==> config.mk <==
export PLATFORM = sky130hd
export DESIGN_NAME = exec_unit_flat
export DESIGN_NICKNAME = d
export VERILOG_FILES = /design/src/rtl/exec_if.sv /design/src/rtl/exec_unit.sv /design/src/flat_wrapper.sv
export SDC_FILE = /design/constraint.sdc
export NUM_CORES = 2
export LEC_CHECK = 0
export BUFFER_PORTS_ARGS = -buffer_cell sky130_fd_sc_hd__buf_2
export CORE_MARGIN = 2
export CORE_UTILIZATION = 60
export CTS_CLUSTER_SIZE = 40
export DETAILED_ROUTE_END_ITERATION = 8
export GPL_TIMING_DRIVEN = 1
export PLACE_DENSITY = 0.78
export SETUP_SLACK_MARGIN = 0.1
export SLEW_MARGIN = 25
export SYNTH_ARGS = -nofsm -noshare
export SYNTH_HDL_FRONTEND = slang
export SYNTH_SLANG_ARGS = --single-unit
==> constraint.sdc <==
create_clock -name clk -period 12.8 [get_ports clk]
set_input_delay 1.28 -clock clk [delete_from_list [all_inputs] [get_ports clk]]
set_output_delay 1.28 -clock clk [all_outputs]
set_load 0.01 [all_outputs]
==> src/rtl/exec_if.sv <==
// Handshake bundle between decode, the execute stage and writeback/memory.
//   in_valid/in_ready  : instruction offer/accept (opcode, a, b, imm)
//   out_valid/out_ready: registered result offer/accept (result, flags)
//   busy               : iterative divider is running
// master = upstream/downstream side (the bench or pipeline), slave = exec_unit.
interface exec_if #(
   parameter int DATA_W = 32
);
   logic              in_valid;
   logic              in_ready;
   logic [4:0]        opcode;
   logic [DATA_W-1:0] a;
   logic [DATA_W-1:0] b;
   logic [DATA_W-1:0] imm;
   logic              out_valid;
   logic              out_ready;
   logic [DATA_W-1:0] result;
   logic [1:0]        flags;
   logic              busy;

   modport master (
      output in_valid, opcode, a, b, imm, out_ready,
      input  in_ready, out_valid, result, flags, busy
   );

   modport slave (
      input  in_valid, opcode, a, b, imm, out_ready,
      output in_ready, out_valid, result, flags, busy
   );
endinterface

==> src/rtl/exec_unit.sv <==
// Handshaked execute stage: operand steering, ALU, iterative radix-2 divider.
// Ports:
//   clk  - clock
//   rst  - synchronous active-high reset (aborts any divide in flight)
//   bus  - exec_if.slave: in_valid/in_ready/opcode/a/b/imm in,
//          out_valid/out_ready/result/flags out, busy while dividing.
// Results and flags ([1]=Z, [0]=N) are registered; single-cycle ops have
// latency 1, DIV with a nonzero divisor takes DATA_W steps.
module exec_unit #(
   parameter int DATA_W = 32,
   parameter int DIV_EN = 1
) (
   input logic   clk,
   input logic   rst,
   exec_if.slave bus
);
   localparam bit HAS_DIV = (DIV_EN != 0);
   localparam int CNT_W   = $clog2(DATA_W);
   localparam logic [CNT_W-1:0] LAST_STEP = CNT_W'(DATA_W - 1);

   localparam logic [4:0] OP_ADD   = 5'b00010;
   localparam logic [4:0] OP_ADDI  = 5'b00011;
   localparam logic [4:0] OP_SUB   = 5'b00100;
   localparam logic [4:0] OP_SUBI  = 5'b00101;
   localparam logic [4:0] OP_MUL   = 5'b00110;
   localparam logic [4:0] OP_MOVEH = 5'b00111;
   localparam logic [4:0] OP_DIV   = 5'b01000;
   localparam logic [4:0] OP_AND   = 5'b01010;
   localparam logic [4:0] OP_ANDI  = 5'b01011;
   localparam logic [4:0] OP_OR    = 5'b01100;
   localparam logic [4:0] OP_ORI   = 5'b01101;
   localparam logic [4:0] OP_NOT   = 5'b01110;
   localparam logic [4:0] OP_XOR   = 5'b10000;
   localparam logic [4:0] OP_XORI  = 5'b10001;
   localparam logic [4:0] OP_CMP   = 5'b10010;
   localparam logic [4:0] OP_ST    = 5'b11100;
   localparam logic [4:0] OP_LD    = 5'b11101;
   localparam logic [4:0] OP_MOVEL = 5'b11110;

   typedef enum logic [1:0] {
      S_IDLE    = 2'd0,
      S_DIV_RUN = 2'd1,
      S_HOLD    = 2'd2
   } state_t;

   function automatic logic [1:0] flags_of(input logic [DATA_W-1:0] v);
      return {(v == '0), v[DATA_W-1]};
   endfunction

   state_t            state_reg, state_next;
   logic [DATA_W-1:0] result_reg, result_next;
   logic [1:0]        flags_reg, flags_next;
   logic [DATA_W-1:0] rem_reg, rem_next;
   logic [DATA_W-1:0] quot_reg, quot_next;      // dividend shifts out, quotient shifts in
   logic [DATA_W-1:0] divisor_reg, divisor_next;
   logic [CNT_W-1:0]  count_reg, count_next;

   logic [DATA_W-1:0] low_mask;
   logic [DATA_W-1:0] op_a, op_b;
   logic [DATA_W-1:0] alu_res;
   logic              in_ready;
   logic              accept;
   logic              div_start;

   logic [DATA_W:0]   rem_shift;
   logic [DATA_W:0]   rem_diff;
   logic              q_bit;
   logic [DATA_W-1:0] quot_step;

   // Lower half set, upper half clear; MOVEH uses the complement.
   generate
      for (genvar gi = 0; gi < DATA_W; gi++) begin : g_mask
         assign low_mask[gi] = (gi < DATA_W / 2);
      end
   endgenerate

   // Operand steering
   always_comb begin
      op_a = bus.a;
      op_b = bus.b;
      case (bus.opcode)
         OP_ST: begin
            op_a = bus.b;
            op_b = bus.imm;
         end
         OP_LD, OP_ADDI, OP_SUBI, OP_ANDI, OP_ORI, OP_XORI: op_b = bus.imm;
         OP_MOVEL: begin
            op_a = bus.imm;
            op_b = low_mask;
         end
         OP_MOVEH: begin
            op_a = bus.imm;
            op_b = ~low_mask;
         end
         default: ;
      endcase
   end

   // Single-cycle ALU; DIV here only covers the non-iterating cases.
   always_comb begin
      alu_res = op_a;
      case (bus.opcode)
         OP_ADD, OP_ADDI, OP_LD, OP_ST:        alu_res = op_a + op_b;
         OP_SUB, OP_SUBI, OP_CMP:              alu_res = op_a - op_b;
         OP_MUL:                               alu_res = op_a * op_b;
         OP_DIV:                               alu_res = '1;
         OP_AND, OP_ANDI, OP_MOVEL, OP_MOVEH:  alu_res = op_a & op_b;
         OP_OR, OP_ORI:                        alu_res = op_a | op_b;
         OP_XOR, OP_XORI:                      alu_res = op_a ^ op_b;
         OP_NOT:                               alu_res = ~op_a;
         default: ;
      endcase
   end

   assign div_start = HAS_DIV && (bus.opcode == OP_DIV) && (op_b != '0);

   // One restoring step: shift in the next dividend bit, subtract if it fits.
   assign rem_shift = {rem_reg, quot_reg[DATA_W-1]};
   assign rem_diff  = rem_shift - {1'b0, divisor_reg};
   assign q_bit     = ~rem_diff[DATA_W];
   assign quot_step = {quot_reg[DATA_W-2:0], q_bit};

   // A held result blocks new work unless it is being consumed this cycle.
   assign in_ready = (state_reg == S_IDLE) ||
                     ((state_reg == S_HOLD) && bus.out_ready);
   assign accept   = bus.in_valid && in_ready;

   always_comb begin
      state_next   = state_reg;
      result_next  = result_reg;
      flags_next   = flags_reg;
      rem_next     = rem_reg;
      quot_next    = quot_reg;
      divisor_next = divisor_reg;
      count_next   = count_reg;
      case (state_reg)
         S_IDLE, S_HOLD: begin
            if ((state_reg == S_HOLD) && bus.out_ready) begin
               state_next = S_IDLE;
            end
            if (accept) begin
               if (div_start) begin
                  state_next   = S_DIV_RUN;
                  rem_next     = '0;
                  quot_next    = op_a;
                  divisor_next = op_b;
                  count_next   = '0;
               end else begin
                  state_next  = S_HOLD;
                  result_next = alu_res;
                  flags_next  = flags_of(alu_res);
               end
            end
         end
         S_DIV_RUN: begin
            rem_next   = q_bit ? rem_diff[DATA_W-1:0] : rem_shift[DATA_W-1:0];
            quot_next  = quot_step;
            count_next = count_reg + CNT_W'(1);
            if (count_reg == LAST_STEP) begin
               state_next  = S_HOLD;
               result_next = quot_step;
               flags_next  = flags_of(quot_step);
            end
         end
         default: state_next = S_IDLE;
      endcase
   end

   always_ff @(posedge clk) begin
      if (rst) begin
         state_reg   <= S_IDLE;
         result_reg  <= '0;
         flags_reg   <= '0;
         rem_reg     <= '0;
         quot_reg    <= '0;
         divisor_reg <= '0;
         count_reg   <= '0;
      end else begin
         state_reg   <= state_next;
         result_reg  <= result_next;
         flags_reg   <= flags_next;
         rem_reg     <= rem_next;
         quot_reg    <= quot_next;
         divisor_reg <= divisor_next;
         count_reg   <= count_next;
      end
   end

   assign bus.in_ready  = in_ready;
   assign bus.out_valid = (state_reg == S_HOLD);
   assign bus.busy      = (state_reg == S_DIV_RUN);
   assign bus.result    = result_reg;
   assign bus.flags     = flags_reg;
endmodule

==> src/flat_wrapper.sv <==
// flat-port wrapper written by rule: the top's interface ports become plain ports
module exec_unit_flat 
#(
   parameter int DATA_W = 32,
   parameter int DIV_EN = 1
)
  (clk, rst, bus_in_valid, bus_opcode, bus_a, bus_b, bus_imm, bus_out_ready, bus_in_ready, bus_out_valid, bus_result, bus_flags, bus_busy);
  exec_if #(.DATA_W(DATA_W)) bus_i ();
  input logic clk;
  input logic rst;
  input wire logic [$bits(bus_i.in_valid)-1:0] bus_in_valid;
  input wire logic [$bits(bus_i.opcode)-1:0] bus_opcode;
  input wire logic [$bits(bus_i.a)-1:0] bus_a;
  input wire logic [$bits(bus_i.b)-1:0] bus_b;
  input wire logic [$bits(bus_i.imm)-1:0] bus_imm;
  input wire logic [$bits(bus_i.out_ready)-1:0] bus_out_ready;
  output wire logic [$bits(bus_i.in_ready)-1:0] bus_in_ready;
  output wire logic [$bits(bus_i.out_valid)-1:0] bus_out_valid;
  output wire logic [$bits(bus_i.result)-1:0] bus_result;
  output wire logic [$bits(bus_i.flags)-1:0] bus_flags;
  output wire logic [$bits(bus_i.busy)-1:0] bus_busy;
  assign bus_i.in_valid = bus_in_valid;
  assign bus_i.opcode = bus_opcode;
  assign bus_i.a = bus_a;
  assign bus_i.b = bus_b;
  assign bus_i.imm = bus_imm;
  assign bus_i.out_ready = bus_out_ready;
  assign bus_in_ready = bus_i.in_ready;
  assign bus_out_valid = bus_i.out_valid;
  assign bus_result = bus_i.result;
  assign bus_flags = bus_i.flags;
  assign bus_busy = bus_i.busy;
  exec_unit #(.DATA_W(DATA_W), .DIV_EN(DIV_EN)) u_core (.clk(clk), .rst(rst), .bus(bus_i));
endmodule
# Yosys cells after proc, flatten, opt, wreduce, memory -nomap -nowiden
# Cells that the tools add are included.
[word_totals] regBits=137 input_bits=105 output_inout_bits=37 word_cells=90
[classes] n_addsub=4 mul=1 eq_ne=26 muxes=26 n_bitwise=5 reduce_logical=21
[op_table] operator="32-bit 2-to-1 mux" n=8
[op_table] operator="32-bit case mux with 2 select lines" n=4
[op_table] operator="32-bit case mux with 8 select lines" n=1
[op_table] operator="32-bit case mux with 3 select lines" n=1
[op_table] operator="32-bit zero test" n=2
[op_table] operator="5-bit == test (second input constant)" n=7
[op_table] operator="33-bit by 32-bit subtractor with 33-bit output" n=1
[op_table] operator="32-bit adder" n=1
[op_table] operator="32-bit bitwise AND" n=1
[op_table] operator="32-bit by 32-bit multiplier with 32-bit output" n=1
[op_table] operator="32-bit inverter" n=1
[op_table] operator="32-bit OR" n=1
[op_table] operator="32-bit nonzero test" n=1
[op_table] operator="32-bit subtractor" n=1
[op_table] operator="32-bit XOR" n=1
[op_table] operator="5-bit by 4-bit == test with 1-bit output (second input constant)" n=6
[op_table] operator="5-bit by 3-bit == test with 1-bit output (second input constant)" n=4
[op_table] operator="2-bit 2-to-1 mux" n=7
[op_table] operator="5-bit by 2-bit == test with 1-bit output (second input constant)" n=2
[op_table] operator="5-bit 2-to-1 mux" n=2
[op_table] operator="5-bit case mux with 2 select lines" n=1
[op_table] operator="2-bit case mux with 2 select lines" n=2
[op_table] operator="2-bit OR reduction" n=4
[op_table] operator="4-bit OR reduction" n=2
[op_table] operator="other kinds (16)" n=21

# Logic depth before layout (Yosys ltp)
[logic_depth] ltp_word=9 depth_mapped=41 depth_no_buf=36

# Least setup slack after synthesis
# No wires, ideal clock.
[synth_timing] kind="input -> register" from="in bus_opcode[4]" to="reg u_core.flags_reg[0], in the netlist u_core.bus.flags[0]" setup_ns=0.091 arrival_time_ns=10.006 required_ns=12.709 slack_ns=2.703 path_stages=39 n_path_buf=6 cell_sequence="or3b_1 -> buf_2 -> a21o_1 -> buf_2 -> buf_6 -> clkbuf_1 -> and3_1 -> a221o_1 -> inv_1 -> clkbuf_1 -> nor2_1 -> fa_1 -> fa_1 -> fa_1 -> inv_1 -> fa_1 -> inv_1 -> fa_1 -> (+3 left out) -> fa_1 -> fa_1 -> ha_1 -> clkbuf_1 -> a21o_1 -> a21oi_1 -> o21ai_0 -> a221oi_1 -> nand2_1 -> o2111ai_1 -> a21boi_0 -> o21ai_0 -> a21oi_1 -> o21ai_0 -> nand3b_1 -> a22oi_1 -> nand2_1 -> a311oi_1"
[synth_between] elab_chain_len=8 elab_cells_between_ends=42 cone_classes="2 x add/sub; 1 x mul; 19 x eq/ne; 6 x mux; 4 x bitwise; 10 x reduce/logical"
[synth_lines] element="start, declared" line="flat_wrapper.sv:12" text="input wire logic [$bits(bus_i.opcode)-1:0] bus_opcode;"
[synth_lines] element="5-bit by 2-bit == test with 1-bit output (tied with other cells)" line="exec_unit.sv:81, exec_unit.sv:102"
[synth_lines] element="7-bit OR reduction (no source line) or 2-bit OR reduction (tied branches)"
[synth_lines] element="32-bit case mux with 3 select lines or 32-bit case mux with 2 select lines (tied branches)" line="exec_unit.sv:81" text="case (bus.opcode)"
[synth_lines] element="32-bit by 32-bit multiplier with 32-bit output (tied with other cells)" line="exec_unit.sv:105" text="OP_MUL: alu_res = op_a * op_b;"
[synth_lines] element="32-bit case mux with 8 select lines" line="exec_unit.sv:102" text="case (bus.opcode)"
[synth_lines] element="2-bit 2-to-1 mux" line="exec_unit.sv:142" text="if (div_start) begin"
[synth_lines] element="2-bit 2-to-1 mux" line="exec_unit.sv:141" text="if (accept) begin"
[synth_lines] element="2-bit case mux with 2 select lines" line="exec_unit.sv:136" text="case (state_reg)"
[synth_lines] element="end signal, assigned" line="exec_unit.sv:181" text="flags_reg <= flags_next;"
[synth_lines] element="end, declared" line="exec_unit.sv:52" text="logic [1:0] flags_reg, flags_next;"
# Several ways; a longest one is shown, not always the timed one. The select of a mux whose other input is x is not followed.
# A chain may end at the register's enable or synchronous reset.

# Final worst setup path
[layout_timing] from="in bus_opcode[3]" to="reg u_core.flags_reg[0], in the netlist u_core.bus.flags[0]"
# The elaborated chain is that of the path after synthesis.

==> metrics <==
run status finished, final reports clean; transition time at the pin with the least slew margin about 1.2 ns; sequential cell area ~0.0027 mm2; final core utilization 65.4%; dpl cells 4263; post-route clock period utilization 91.5%; average cell area after synthesis 7.82 um2; Netlist cell types 86; register clock-pin slew on the reported worst setup and hold paths 0.06 ns; proportion of synthesized area in mux cells 0.543%; area fraction in and, or, nand and nor cells after synthesis 17.8%; routed vias/inst between 6 and 7; clock tree root driver cell sky130_fd_sc_hd__clkbuf_16; number of warning messages in the yosys log 0; insertion delay to the later sink of the worst-skew pair 0.46 ns; met1 track demand over resource in global routing 56.2%; number of clock sinks seen by CTS 136; number of instances resized during post-cts repair 0; Top cell by count, worst path sky130_fd_sc_hd__fa_1; multi-input gate area in the final layout 0.0229 mm2; accumulated negative setup slack 0 ns; postcts setup bufs 0; total standard cell area after synthesis 0.0283 mm2; Die Span Y 221 um; Crit Path Category input port to flop; post-route worst hold slack between 0.4 and 0.5 ns; Achievable Freq 0.0853 GHz; number of max-cap violations 0; number of antenna violations at the first check in global routing 4; RD Place Congestion 1.06; dpl hpwl between 80000 and 90000 um; Setup crit start kind input port; Placement Rows 79; Synth Area in Compound Gates 17.1%; maximum root-to-sink buffer count 2; number of synthesized register bits 136; sum of routed wire length over all layers 114000 um; ratio of cells with drive above 1 in the final layout under 10%; Post-CTS Hold Buffers 0; Clock Skew approximately 0.017 ns; stage delay of the slowest cell on the critical path 0.70 ns; unrepaired setup endpoints after global routing no; headroom to the max-slew limit 21.8%; number of cells produced by synthesis 3623; GRT Residual Overflow 0; share of flip-flops with an asynchronous set or reset 0%; combinational family with the most area after synthesis adder cells; leading cell type in the layout, fill and taps excluded sky130_fd_sc_hd__nor2_1; TritonCTS clock tree done; routing usage on met2 between 60 and 70%; TritonRoute pass-1 iters 9; Post-DRT Antenna Nets 0; number of nets produced by synthesis 4391; overall fraction of global-route tracks in use 46.6%; Most Used Layer, Global Route met2; initial drt markers 3819; post-route DRC violation count 0; number of primary I/O pins between 100 and 150; WL per Instance 26.4 um; number of H-tree levels 4; number of flops mapped to enable cells by yosys 0; adder and majority gate portion of the synthesized area 40.2%; fraction of synthesized cell area in xor and xnor cells 4.81%; final count of pins violating max slew 0; post-layout instance count excluding filler cells roughly 4300; PortBufs 141; first-pass GRT wire length between 150000 and 200000 um; number of nets at the end of the flow approximately 4400; minimum clock period 11.72 ns; number of hold violations in the final report 0; final setup fails 0; Fillers roughly 4100; kind of capture point of the worst setup path flop; area added between synthesis and finish 7.52%; Synth Flop Type sky130_fd_sc_hd__dfxtp_1; met3 routing resource usage after global routing 16.3%; commonest cells after routing, fill and taps aside sky130_fd_sc_hd__nor2_1 (495), sky130_fd_sc_hd__inv_1 (491), sky130_fd_sc_hd__nand2_1 (469); Vias 27900; via count of the first global-routing pass between 20000 and 30000; floorplan core area between 0.04 and 0.05 mm2; floorplan die area 0.0490 mm2; maximum fanout encountered on the critical timing path 31; Worst EP arrival 12.09 ns; Starting Density 60.8%; sequential element share of the synthesized area 9.61%; required time worst endpoint around 13 ns; classification of the worst-slack hold path flop to flop; CTS buffer count 17; pin count of the biggest net entering global routing 72; cell with the largest stage delay on the worst path sky130_fd_sc_hd__clkinv_1; floorplan die width ~220 um
## layer usage
metal / vias to the layer above / share of wire (%)
li1: 12000 / -
met1: 13300 / 35
met2: 2084 / 42
met3: 601 / 14
met4: 4 / 9.1
met5: - / 0.018
## critical path: cells and delay by family
kind | cells | cell delay, ns
AO/OA/AOI/OAI | 13 | 3.98
adder cells (fa/ha/maj) | 9 | 4.02
buffers and inverters | 7 | 1.41
AND/OR/NAND/NOR | 6 | 1.37
## area by class of cell
class	instances	share of cell area, %
antenna	2	0.0164
multi-input combinational	2750	75.3
clock buffer	18	1.41
timing repair buffer	249	4.99
tap	607	2.49
sequential	136	8.94
clock inverter	14	0.378
inverter	521	6.42
## worst paths after layout
check                        start                    end  slack [ns]  cells past startpoint
min          u_core.bus.result[10]  u_core.bus.result[10]        0.46                      2
max                  bus_opcode[3]    u_core.bus.flags[0]        1.08                     35
min reg2reg  u_core.bus.result[10]  u_core.bus.result[10]        0.46                      2
max reg2reg    u_core.quot_reg[31]     u_core.quot_reg[0]        8.29                     18
## kinds of logic after synthesis
logic type,after synthesis
and+or+nand+nor,1196
buffers and inverters,737
AOI/OAI and AO/OA,730
adders and majority gates,663
xor gates and xnor gates,146
DFF,136
muxes,15
## cell usage after synthesis (11+ instances only)
library cell | n | area share, %
sky130_fd_sc_hd__nor3_1 | 42 | 0.74
sky130_fd_sc_hd__o211ai_1 | 19 | 0.50
sky130_fd_sc_hd__o31ai_1 | 14 | 0.37
sky130_fd_sc_hd__xnor2_1 | 110 | 3.4
sky130_fd_sc_hd__a221oi_1 | 42 | 1.3
sky130_fd_sc_hd__fa_1 | 410 | 29
sky130_fd_sc_hd__clkbuf_1 | 171 | 2.3
sky130_fd_sc_hd__a221o_1 | 14 | 0.49
sky130_fd_sc_hd__a22oi_1 | 16 | 0.42
sky130_fd_sc_hd__o21ai_0 | 164 | 2.9
sky130_fd_sc_hd__a211oi_1 | 47 | 1.2
sky130_fd_sc_hd__a311oi_1 | 17 | 0.53
sky130_fd_sc_hd__o211a_1 | 12 | 0.42
sky130_fd_sc_hd__a21o_1 | 32 | 0.85
sky130_fd_sc_hd__dfxtp_1 | 136 | 9.6
sky130_fd_sc_hd__buf_2 | 22 | 0.39
sky130_fd_sc_hd__a31oi_1 | 35 | 0.77
sky130_fd_sc_hd__nand4_1 | 19 | 0.42
sky130_fd_sc_hd__and3_1 | 43 | 0.95
sky130_fd_sc_hd__ha_1 | 253 | 11
sky130_fd_sc_hd__nand2b_1 | 20 | 0.44
sky130_fd_sc_hd__xor2_1 | 30 | 0.93
sky130_fd_sc_hd__buf_1 | 18 | 0.24
sky130_fd_sc_hd__inv_2 | 17 | 0.23
sky130_fd_sc_hd__nor2b_1 | 18 | 0.40
sky130_fd_sc_hd__nand2_1 | 469 | 6.2
sky130_fd_sc_hd__nor4_1 | 11 | 0.24
sky130_fd_sc_hd__o21bai_1 | 12 | 0.32
sky130_fd_sc_hd__nand3_1 | 22 | 0.39
sky130_fd_sc_hd__inv_1 | 492 | 6.5
sky130_fd_sc_hd__o21a_1 | 13 | 0.34
sky130_fd_sc_hd__nor2_1 | 496 | 6.6
sky130_fd_sc_hd__o221ai_1 | 17 | 0.53
sky130_fd_sc_hd__mux2i_1 | 12 | 0.42
sky130_fd_sc_hd__clkinv_1 | 12 | 0.16
sky130_fd_sc_hd__a21oi_1 | 189 | 3.3
## per-stage QoR
stage | area, um2 | setup slack, ns
2_1_floorplan | 28300 | 2.70
3_3_place_gp | 29900 | 1.21
3_5_place_dp | 29900 | 1.06
4_1_cts | 30400 | 1.53
5_1_grt | 30400 | 0.538
6_report | 30400 | 1.08
Power is left out: the tool's default activity adds up to more than one toggle a clock period on the data nets, which glitch-free logic cannot reach.
